==> src/rtl/load_store_unit.sv <==
// load_store_unit
// Initiator side of the core data bus. Takes one load/store request at a
// time from the execute stage, issues aligned 64-bit cell accesses, and
// returns extended load data or a fault cause over a valid/ready channel.
// Stores narrower than a cell are done as read-modify-write because the
// bus only writes whole 8-byte cells.
//
// Ports:
//   clk, rst            clock, synchronous active-high reset
//   req_*               request channel (valid/ready, we, funct3, addr, wdata)
//   resp_*              response channel (valid/ready, rdata, fault, cause)
//   bus_rw/addr/write   registered bus command (1 = write cycle)
//   bus_read/exception  combinational reply from data_bus for bus_addr
module load_store_unit #(
    parameter int bus_width   = 3,
    parameter int cause_width = 4
) (
    input  logic                   clk,
    input  logic                   rst,
    input  logic                   req_valid,
    output logic                   req_ready,
    input  logic                   req_we,
    input  logic [2:0]             req_funct3,
    input  logic [63:0]            req_addr,
    input  logic [63:0]            req_wdata,
    output logic                   resp_valid,
    input  logic                   resp_ready,
    output logic [63:0]            resp_rdata,
    output logic                   resp_fault,
    output logic [cause_width-1:0] resp_cause,
    output logic                   bus_rw,
    output logic [63:0]            bus_addr,
    output logic [63:0]            bus_write,
    input  logic [63:0]            bus_read,
    input  logic                   bus_exception
);

    typedef enum logic [1:0] {
        ST_IDLE,
        ST_READ,
        ST_WRITE,
        ST_RESP
    } state_t;

    localparam logic [cause_width-1:0] CAUSE_NONE        = cause_width'(0);
    localparam logic [cause_width-1:0] CAUSE_ILLEGAL     = cause_width'(2);
    localparam logic [cause_width-1:0] CAUSE_LD_MISALIGN = cause_width'(4);
    localparam logic [cause_width-1:0] CAUSE_LD_ACCESS   = cause_width'(5);
    localparam logic [cause_width-1:0] CAUSE_ST_MISALIGN = cause_width'(6);
    localparam logic [cause_width-1:0] CAUSE_ST_ACCESS   = cause_width'(7);

    state_t                 state_q, state_d;
    logic                   we_q, we_d;
    logic [2:0]             funct3_q, funct3_d;
    logic [bus_width-1:0]   lane_q, lane_d;
    logic [63:0]            wdata_q, wdata_d;
    logic                   req_ready_q, req_ready_d;
    logic                   resp_valid_q, resp_valid_d;
    logic [63:0]            resp_rdata_q, resp_rdata_d;
    logic                   resp_fault_q, resp_fault_d;
    logic [cause_width-1:0] resp_cause_q, resp_cause_d;
    logic                   bus_rw_q, bus_rw_d;
    logic [63:0]            bus_addr_q, bus_addr_d;
    logic [63:0]            bus_write_q, bus_write_d;

    logic [bus_width+2:0]   lane_shift;
    logic [63:0]            shifted_read;
    logic [63:0]            load_data;
    logic [63:0]            size_mask;
    logic [63:0]            store_merge;
    logic                   req_illegal;
    logic                   req_misaligned;

    // Datapath helpers: lane extraction for loads and byte merge for
    // sub-doubleword stores, both driven from the captured request.
    always_comb begin
        lane_shift   = {lane_q, 3'b000};
        shifted_read = bus_read >> lane_shift;
        load_data    = shifted_read;
        size_mask    = '1;
        case (funct3_q[1:0])
            2'b00: begin
                size_mask = 64'h0000_0000_0000_00FF;
                load_data = funct3_q[2] ? {56'b0, shifted_read[7:0]}
                                        : {{56{shifted_read[7]}}, shifted_read[7:0]};
            end
            2'b01: begin
                size_mask = 64'h0000_0000_0000_FFFF;
                load_data = funct3_q[2] ? {48'b0, shifted_read[15:0]}
                                        : {{48{shifted_read[15]}}, shifted_read[15:0]};
            end
            2'b10: begin
                size_mask = 64'h0000_0000_FFFF_FFFF;
                load_data = funct3_q[2] ? {32'b0, shifted_read[31:0]}
                                        : {{32{shifted_read[31]}}, shifted_read[31:0]};
            end
            default: begin
                size_mask = '1;
                load_data = shifted_read;
            end
        endcase
        store_merge = (bus_read & ~(size_mask << lane_shift))
                    | ((wdata_q & size_mask) << lane_shift);
    end

    // Pre-checks on the incoming request; illegal size outranks misalignment.
    always_comb begin
        req_illegal    = (req_funct3 == 3'b111) || (req_we && req_funct3[2]);
        req_misaligned = 1'b0;
        case (req_funct3[1:0])
            2'b01:   req_misaligned = req_addr[0];
            2'b10:   req_misaligned = (req_addr[1:0] != 2'b00);
            2'b11:   req_misaligned = (req_addr[2:0] != 3'b000);
            default: req_misaligned = 1'b0;
        endcase
    end

    // Next-state and registered-output logic for the access sequencer.
    always_comb begin
        state_d      = state_q;
        we_d         = we_q;
        funct3_d     = funct3_q;
        lane_d       = lane_q;
        wdata_d      = wdata_q;
        req_ready_d  = req_ready_q;
        resp_valid_d = resp_valid_q;
        resp_rdata_d = resp_rdata_q;
        resp_fault_d = resp_fault_q;
        resp_cause_d = resp_cause_q;
        bus_rw_d     = bus_rw_q;
        bus_addr_d   = bus_addr_q;
        bus_write_d  = bus_write_q;

        case (state_q)
            ST_IDLE: begin
                if (req_valid && req_ready_q) begin
                    we_d        = req_we;
                    funct3_d    = req_funct3;
                    lane_d      = req_addr[bus_width-1:0];
                    wdata_d     = req_wdata;
                    bus_addr_d  = {req_addr[63:bus_width], {bus_width{1'b0}}};
                    req_ready_d = 1'b0;
                    if (req_illegal || req_misaligned) begin
                        state_d      = ST_RESP;
                        resp_valid_d = 1'b1;
                        resp_fault_d = 1'b1;
                        resp_rdata_d = '0;
                        if (req_illegal) begin
                            resp_cause_d = CAUSE_ILLEGAL;
                        end else begin
                            resp_cause_d = req_we ? CAUSE_ST_MISALIGN : CAUSE_LD_MISALIGN;
                        end
                    end else if (req_we && (req_funct3[1:0] == 2'b11)) begin
                        // Full-cell store needs no read, go straight to the write.
                        state_d     = ST_WRITE;
                        bus_rw_d    = 1'b1;
                        bus_write_d = req_wdata;
                    end else begin
                        state_d = ST_READ;
                    end
                end
            end

            ST_READ: begin
                if (bus_exception) begin
                    state_d      = ST_RESP;
                    resp_valid_d = 1'b1;
                    resp_fault_d = 1'b1;
                    resp_rdata_d = '0;
                    resp_cause_d = we_q ? CAUSE_ST_ACCESS : CAUSE_LD_ACCESS;
                end else if (we_q) begin
                    state_d     = ST_WRITE;
                    bus_rw_d    = 1'b1;
                    bus_write_d = store_merge;
                end else begin
                    state_d      = ST_RESP;
                    resp_valid_d = 1'b1;
                    resp_fault_d = 1'b0;
                    resp_rdata_d = load_data;
                    resp_cause_d = CAUSE_NONE;
                end
            end

            ST_WRITE: begin
                state_d      = ST_RESP;
                bus_rw_d     = 1'b0;
                resp_valid_d = 1'b1;
                resp_rdata_d = '0;
                resp_fault_d = bus_exception;
                resp_cause_d = bus_exception ? CAUSE_ST_ACCESS : CAUSE_NONE;
            end

            ST_RESP: begin
                if (resp_ready) begin
                    state_d      = ST_IDLE;
                    req_ready_d  = 1'b1;
                    resp_valid_d = 1'b0;
                    resp_rdata_d = '0;
                    resp_fault_d = 1'b0;
                    resp_cause_d = CAUSE_NONE;
                end
            end

            default: begin
                state_d = ST_IDLE;
            end
        endcase
    end

    // State register; reset abandons any in-flight access without a response.
    always_ff @(posedge clk) begin
        if (rst) begin
            state_q      <= ST_IDLE;
            we_q         <= 1'b0;
            funct3_q     <= 3'b000;
            lane_q       <= '0;
            wdata_q      <= '0;
            req_ready_q  <= 1'b1;
            resp_valid_q <= 1'b0;
            resp_rdata_q <= '0;
            resp_fault_q <= 1'b0;
            resp_cause_q <= CAUSE_NONE;
            bus_rw_q     <= 1'b0;
            bus_addr_q   <= '0;
            bus_write_q  <= '0;
        end else begin
            state_q      <= state_d;
            we_q         <= we_d;
            funct3_q     <= funct3_d;
            lane_q       <= lane_d;
            wdata_q      <= wdata_d;
            req_ready_q  <= req_ready_d;
            resp_valid_q <= resp_valid_d;
            resp_rdata_q <= resp_rdata_d;
            resp_fault_q <= resp_fault_d;
            resp_cause_q <= resp_cause_d;
            bus_rw_q     <= bus_rw_d;
            bus_addr_q   <= bus_addr_d;
            bus_write_q  <= bus_write_d;
        end
    end

    assign req_ready  = req_ready_q;
    assign resp_valid = resp_valid_q;
    assign resp_rdata = resp_rdata_q;
    assign resp_fault = resp_fault_q;
    assign resp_cause = resp_cause_q;
    assign bus_rw     = bus_rw_q;
    assign bus_addr   = bus_addr_q;
    assign bus_write  = bus_write_q;

endmodule

==> config.mk <==
export PLATFORM = sky130hd
export DESIGN_NAME = load_store_unit
export DESIGN_NICKNAME = d
export VERILOG_FILES = /design/src/rtl/load_store_unit.sv
export SDC_FILE = /design/constraint.sdc
export NUM_CORES = 1
export LEC_CHECK = 0
export CAP_MARGIN = 20
export CORE_ASPECT_RATIO = 1.1
export CORE_MARGIN = 1
export CORE_UTILIZATION = 49
export DETAILED_ROUTE_END_ITERATION = 6
export PLACE_DENSITY = 0.93
export SLEW_MARGIN = 20
export SYNTH_ARGS = -nofsm -noshare
export SYNTH_HDL_FRONTEND = slang
export SYNTH_SLANG_ARGS = --single-unit
export TNS_END_PERCENT = 50
==> constraint.sdc <==
create_clock -name clk -period 2.3 [get_ports clk]
set_input_delay 0.46 -clock clk [delete_from_list [all_inputs] [get_ports clk]]
set_output_delay 0.46 -clock clk [all_outputs]
set_load 0.01 [all_outputs]
* Word level (Yosys, flattened, before mapping)
Cells that the tools add are included.
Cells by class: equality and inequality tests 17, shift-type cells 3, multiplexer cells 53, bitwise gates (word level) 4, reductions and logical operators 18
Operator list (number):
- 64-bit 2-to-1 mux | 13
- 64-bit one-hot mux with 3 select lines | 2
- 64-bit one-hot mux with 4 select lines | 1
- 64-bit AND | 2
- 64-bit one-hot mux with 2 select lines | 1
- 64-bit by 6-bit << shifter with 64-bit output | 2
- 64-bit inverter | 1
- 64-bit OR | 1
- 64-bit by 6-bit >> shifter with 64-bit output | 1
- 4-bit 2-to-1 mux | 5
- 1-bit 2-to-1 mux | 16
- 4-bit one-hot mux with 4 select lines | 1
- 2-bit != test, second input constant | 7
- 2-bit 2-to-1 mux | 6
- 6-bit AND reduction | 2
- 2-bit == test, second input constant | 5
- 1-bit one-hot mux with 4 select lines | 2
- 2-bit one-hot mux with 4 select lines | 1
- 2-bit by 1-bit == test with 1-bit output, second input constant | 3
- 3-bit 2-to-1 mux | 2
- 1-bit one-hot mux with 3 select lines | 2
- 2-bit nonzero test | 3
- 3-bit nonzero test | 2
- 2-bit logical NOT | 2
- 8 further kinds | 12
Storage, ports and cells: register bits after elaboration 270, input port bits 201, output and inout bits 200, word-level logic and storage cells 108

* Depth between registers and ports, before layout
depth in word-level cells 9, gate-level depth with buffers 11, gate-level depth less buffers 8

* Least setup slack after synthesis
No wires, ideal clock.
path kind register to register, start register state_q[0], end register resp_rdata_q[13], in the netlist resp_rdata[13], setup time 0.117 ns, data arrival time 1.944 ns, data required time 2.183 ns, setup slack 0.240 ns, cell stages (with the launch flop) 10, path buffers 2, cell sequence dfxtp_1 -> inv_1 -> ha_1 -> a21boi_1 -> or2_1 -> buf_2 -> nor3b_4 -> nor2_2 -> buf_2 -> a22o_1
Between the ends: cells in the longest elaborated chain, start to end 3, elaborated cells on any way between the ends 10, those cells by class eq/ne (7); mux (1); reduce/logical (2)
Ends and longest elaborated chain:
- from (decl) | RTL line 52 | state_t state_q, state_d;
- from (signal assigned) | RTL line 227 | state_q <= state_d;
- 2-bit by 1-bit == test with 1-bit output (tied with other cells) | RTL line 134 | case (state_q)
- 3-bit != test (no source line) or 2-bit != test (tied branches)
- 4-bit AND reduction (no source line)
- to (signal assigned) | RTL line 234 | resp_rdata_q <= resp_rdata_d;
- to (decl) | RTL line 59 | logic [63:0] resp_rdata_q, resp_rdata_d;
Parallel ways exist; a longest one is shown, timed or not. A chain may end at the register's enable or synchronous reset.

* Final worst setup path
start register lane_q[0], end register bus_write_q[59], in the netlist bus_write[59]
Between the ends: cells in the longest elaborated chain, start to end 7, elaborated cells on any way between the ends 8, those cells by class shift (2); mux (3); bitwise (3)
Ends and longest elaborated chain:
- from (decl) | RTL line 55 | logic [bus_width-1:0] lane_q, lane_d;
- from (signal assigned) | RTL line 230 | lane_q <= lane_d;
- 64-bit by 6-bit << shifter with 64-bit output | RTL line 102 | store_merge = (bus_read & ~(size_mask << lane_shift))
- 64-bit inverter | RTL line 102
- 64-bit AND | RTL line 102
- 64-bit OR * | RTL line 103 | | ((wdata_q & size_mask) << lane_shift);
- 64-bit 2-to-1 mux * | RTL line 171 | end else if (we_q) begin
- 64-bit 2-to-1 mux * | RTL line 165 | if (bus_exception) begin
- 64-bit one-hot mux with 2 select lines * | RTL line 134
- to (signal assigned) | RTL line 239 | bus_write_q <= bus_write_d;
- to (decl) | RTL line 64 | logic [63:0] bus_write_q, bus_write_d;
Every way passes the cells marked *; elsewhere a longest branch is shown, timed or not. The select of a mux whose other input is x is not followed.

==> results.ini <==
[worst_setup_path]
critical_path.startpoint_type = flop
cp_cell_sequence = buf_4 > mux2i_1 > buf_4 > o21ai_0 > a21oi_1 > o21ai_0 > o211ai_1 > a21oi_1
criticalPathCategory = reg -> reg
cpLargestDelayFamily = compound AO/OA/AOI/OAI gates
critPathRequiredTime_ps = 2700
largest_incremental_delay_on_the_critical_path_ps = 590
cp_num_buf_inv = 2
timing.critical_path.to_type = flop
worst-endpoint-arrival_ps = 2650
critical_path_peak_fanout = 26
crit_slowest_cell = sky130_fd_sc_hd__dfxtp_4

[yosys]
yosysWarnings = 0
synth.yosys.seq_area_share_pct = 37.2
yosysUniqueCellTypes = 71
synth_compound_gate_area_share_pct = 27.5
post_synth_and_or_nand_nor_area_fraction_pct = 17.0
synth-async-reset-ratio_pct = 0
dominantRegCellSynth = sky130_fd_sc_hd__dfxtp_1
ys_seq_elements = 269
synth_xor_area_share_pct = 0
synth_cells = 1828
post_syn_area_um2 = 14500
combinational_family_with_the_most_area_after_synthesis = compound AO/OA/AOI/OAI gates
muxShareOfSynthArea_pct = 12.0
synth_enable_flop_cells = 0
synthAdderAreaFrac_pct = 0.346
synth.avg_cell_area_um2 = 7.92

[outcome]
outcome = finished with violations
failed_checks = design-rule violations

[placement]
finalWeightedCongestion = 1.00
io_buffers = 396
placed_cells_incl_taps = 2598
dp.final_hpwl_mm = 47.3

[drt]
first_iter_violations = 2378
first_pass_iters = 7
routed_via_density = 6.35
final_antenna_net_count = 0
drcViolationCount = 61
vias = 16900
routed_wire_length_per_instance_um = 24.3
finalWirelength_mm = 64.4

[clock_network]
cts_hold_buf = 0
clockBufferDepth = 3
numCtsBuffers = 28
clk_pin_slew_worst_paths_ps = 70
root_buffer = sky130_fd_sc_hd__clkbuf_16
cts_num_sinks = 269
cts_tree = done
cts-htree-levels = 1
worstSkewPairLatency_ps = 570

[sta]
finalWorstPathRequiredPeriod_ps = 2240
highest_attainable_clock_frequency_ghz = 0.446
rsz0062_at_grt = false
fin_worst_skew_ps = 17.0
max-slew-margin-rel_pct = 46.1
report.final.hold_viol_count = 0
setup_viol_count_final = 0
timing_max_transition_violations_final = 0
final_min_period_over_clock_period_pct = 97.5
fin_worst_hold_slack_ps = 157
worst_slew_pin_slew_ps = 808

[die]
die_area_um2 = 30200
floorplan.die.height_um = 182
coreArea_um2 = 28900
initial_utilization_pct = 50.2
ios = 401
die_w_um = 166
placement_rows = 65

[global_routing]
grt_use_total_pct = 41.2
globalRouteOverflowTotal = 0
largest_net_degree_at_the_start_of_global_routing = 154
grt_pass1_wl_mm = 96.1
antenna_found_initial = 4
vias_in_the_first_global_route = 16100

[power_and_ir_drop]
power_density_nw_per_um2 = 845
leakage_power_of_the_design_nw = 7.38
peak_supply_drop_v = 0.000641

[final_layout]
final_net_count = 2469
ff_latch_area_um2 = 5400
final.fill_count = 2139
drive_above_1_share_pct = 13.3
final-instance-count-excl-fill = 2653
areaGrowthSynthToFinish_pct = 42.9
multi_input_comb_area_um2 = 8320

[worst_hold_path]
worstHoldPathType = in -> reg

[job]
drv_cap = 0

[per-layer routing]
layer | share of wire (%) | track usage (%)
met5 | 0.017 | 0
met4 | 6.9 | 26.2
met3 | 11 | 10.9
met2 | 46 | 67.4
met1 | 36 | 48.2
[placed cells by master, fill, tap and decap left out, types with 21 or more instances in the layout]
master / count
sky130_fd_sc_hd__nand2_1: 416
sky130_fd_sc_hd__clkdlybuf4s50_1: 395
sky130_fd_sc_hd__dfxtp_1: 262
sky130_fd_sc_hd__a21oi_1: 261
sky130_fd_sc_hd__buf_4: 153
sky130_fd_sc_hd__o21ai_0: 101
sky130_fd_sc_hd__mux2i_1: 88
sky130_fd_sc_hd__nor2_1: 87
sky130_fd_sc_hd__o211ai_1: 51
sky130_fd_sc_hd__a22o_1: 32
sky130_fd_sc_hd__mux4_2: 30
sky130_fd_sc_hd__nor3_1: 30
sky130_fd_sc_hd__clkbuf_16: 29
sky130_fd_sc_hd__o21ai_1: 23
sky130_fd_sc_hd__a22oi_1: 23
sky130_fd_sc_hd__o221ai_1: 23
sky130_fd_sc_hd__nand3_1: 22
sky130_fd_sc_hd__buf_12: 21
[through the flow]
| step | setup TNS [ps] | cell area [um^2] | total power, mW | util [%] | setup WS [ps] |
|---|---|---|---|---|---|
| floorplan | 0 | 14500 | 9.56 | - | 240 |
| global placement | -40010 | 19700 | 12.6 | 68.3 | -516 |
| detailed placement | -43320 | 19700 | 12.7 | 68.3 | -539 |
| CTS | -5.11 | 20600 | 17.2 | 71.4 | -2.33 |
| global route | 0 | 20700 | 18.1 | 71.7 | 0.948 |
| finish | 0 | 20700 | 17.5 | 71.7 | 57.3 |
[Yosys cell counts (8+ instances only)]
cell	n	area share (%)
sky130_fd_sc_hd__a21o_1	16	0.83
sky130_fd_sc_hd__a21oi_1	261	9.0
sky130_fd_sc_hd__a22o_1	32	1.9
sky130_fd_sc_hd__a22oi_1	25	1.3
sky130_fd_sc_hd__a311oi_1	8	0.48
sky130_fd_sc_hd__buf_1	8	0.21
sky130_fd_sc_hd__buf_2	40	1.4
sky130_fd_sc_hd__buf_4	24	1.2
sky130_fd_sc_hd__clkbuf_1	95	2.5
sky130_fd_sc_hd__dfxtp_1	269	37
sky130_fd_sc_hd__inv_1	14	0.36
sky130_fd_sc_hd__mux2_2	16	1.2
sky130_fd_sc_hd__mux2i_1	88	6.1
sky130_fd_sc_hd__mux4_2	30	4.7
sky130_fd_sc_hd__nand2_1	416	11
sky130_fd_sc_hd__nand3_1	22	0.76
sky130_fd_sc_hd__nor2_1	88	2.3
sky130_fd_sc_hd__nor3_1	30	1.0
sky130_fd_sc_hd__o211ai_1	51	2.6
sky130_fd_sc_hd__o21a_1	16	0.83
sky130_fd_sc_hd__o21ai_0	101	3.5
sky130_fd_sc_hd__o21ai_1	23	0.79
sky130_fd_sc_hd__o221ai_1	23	1.4
sky130_fd_sc_hd__o22ai_1	16	0.69
sky130_fd_sc_hd__o2bb2ai_1	8	0.48
[final timing paths]
kind | from | to | slack (ps) | cells past startpoint
setup / recovery | lane_q[0] | bus_write[59] | 60 | 8
hold / removal | rst | resp_rdata[0] | 160 | 2
setup reg to reg | lane_q[0] | bus_write[59] | 60 | 8
hold reg to reg | bus_write[46] | bus_write[46] | 450 | 2
[state kept, by name, indices dropped and copies added (netlist names)]
name	cells
bus_addr	61
bus_rw	1
bus_write	64
funct3_q	3
lane_q	3
req_ready	1
resp_cause	3
resp_fault	1
resp_rdata	64
resp_valid	1
state_q	2
wdata_q	64
we_q	1
[cell type report]
type / count / area share, %
well taps: 368 / 2.22
clock inverters: 3 / 0.193
multi-input cells: 1376 / 40.2
clock buffers: 45 / 4.09
flip-flops and latches: 269 / 26.1
inverters: 17 / 0.308
repair buffers: 572 / 26.9
diodes: 3 / 0.0363
[logic make-up (layout without fill, tap and decap cells)]
logic type                 count (synthesis)  in the layout
AOI/OAI and AO/OA                        635            635
buffers and inverters                    187            637
and+or+nand+nor                          598            599
adders and majority gates                  4              4
DFF                                      269            269
other                                      1              7
muxes                                    134            134
[power by group]
part	total [mW]	switching [mW]	internal, mW
clock network	4.51	1.92	2.60
registers	5.84	0.607	5.24
logic	7.14	4.10	3.04
total	17.5	6.62	10.9
[what timing repair did]
action / in CTS / in global routing
setup endpoints to repair: 55 / 108
pin swaps: 1 / 3
buffers inserted: 0 / 3
hold endpoints to repair: 0 / 0
gates resized for setup: 1 / 13
gates cloned: 1 / 0
(Power assumes the default switching activity.)
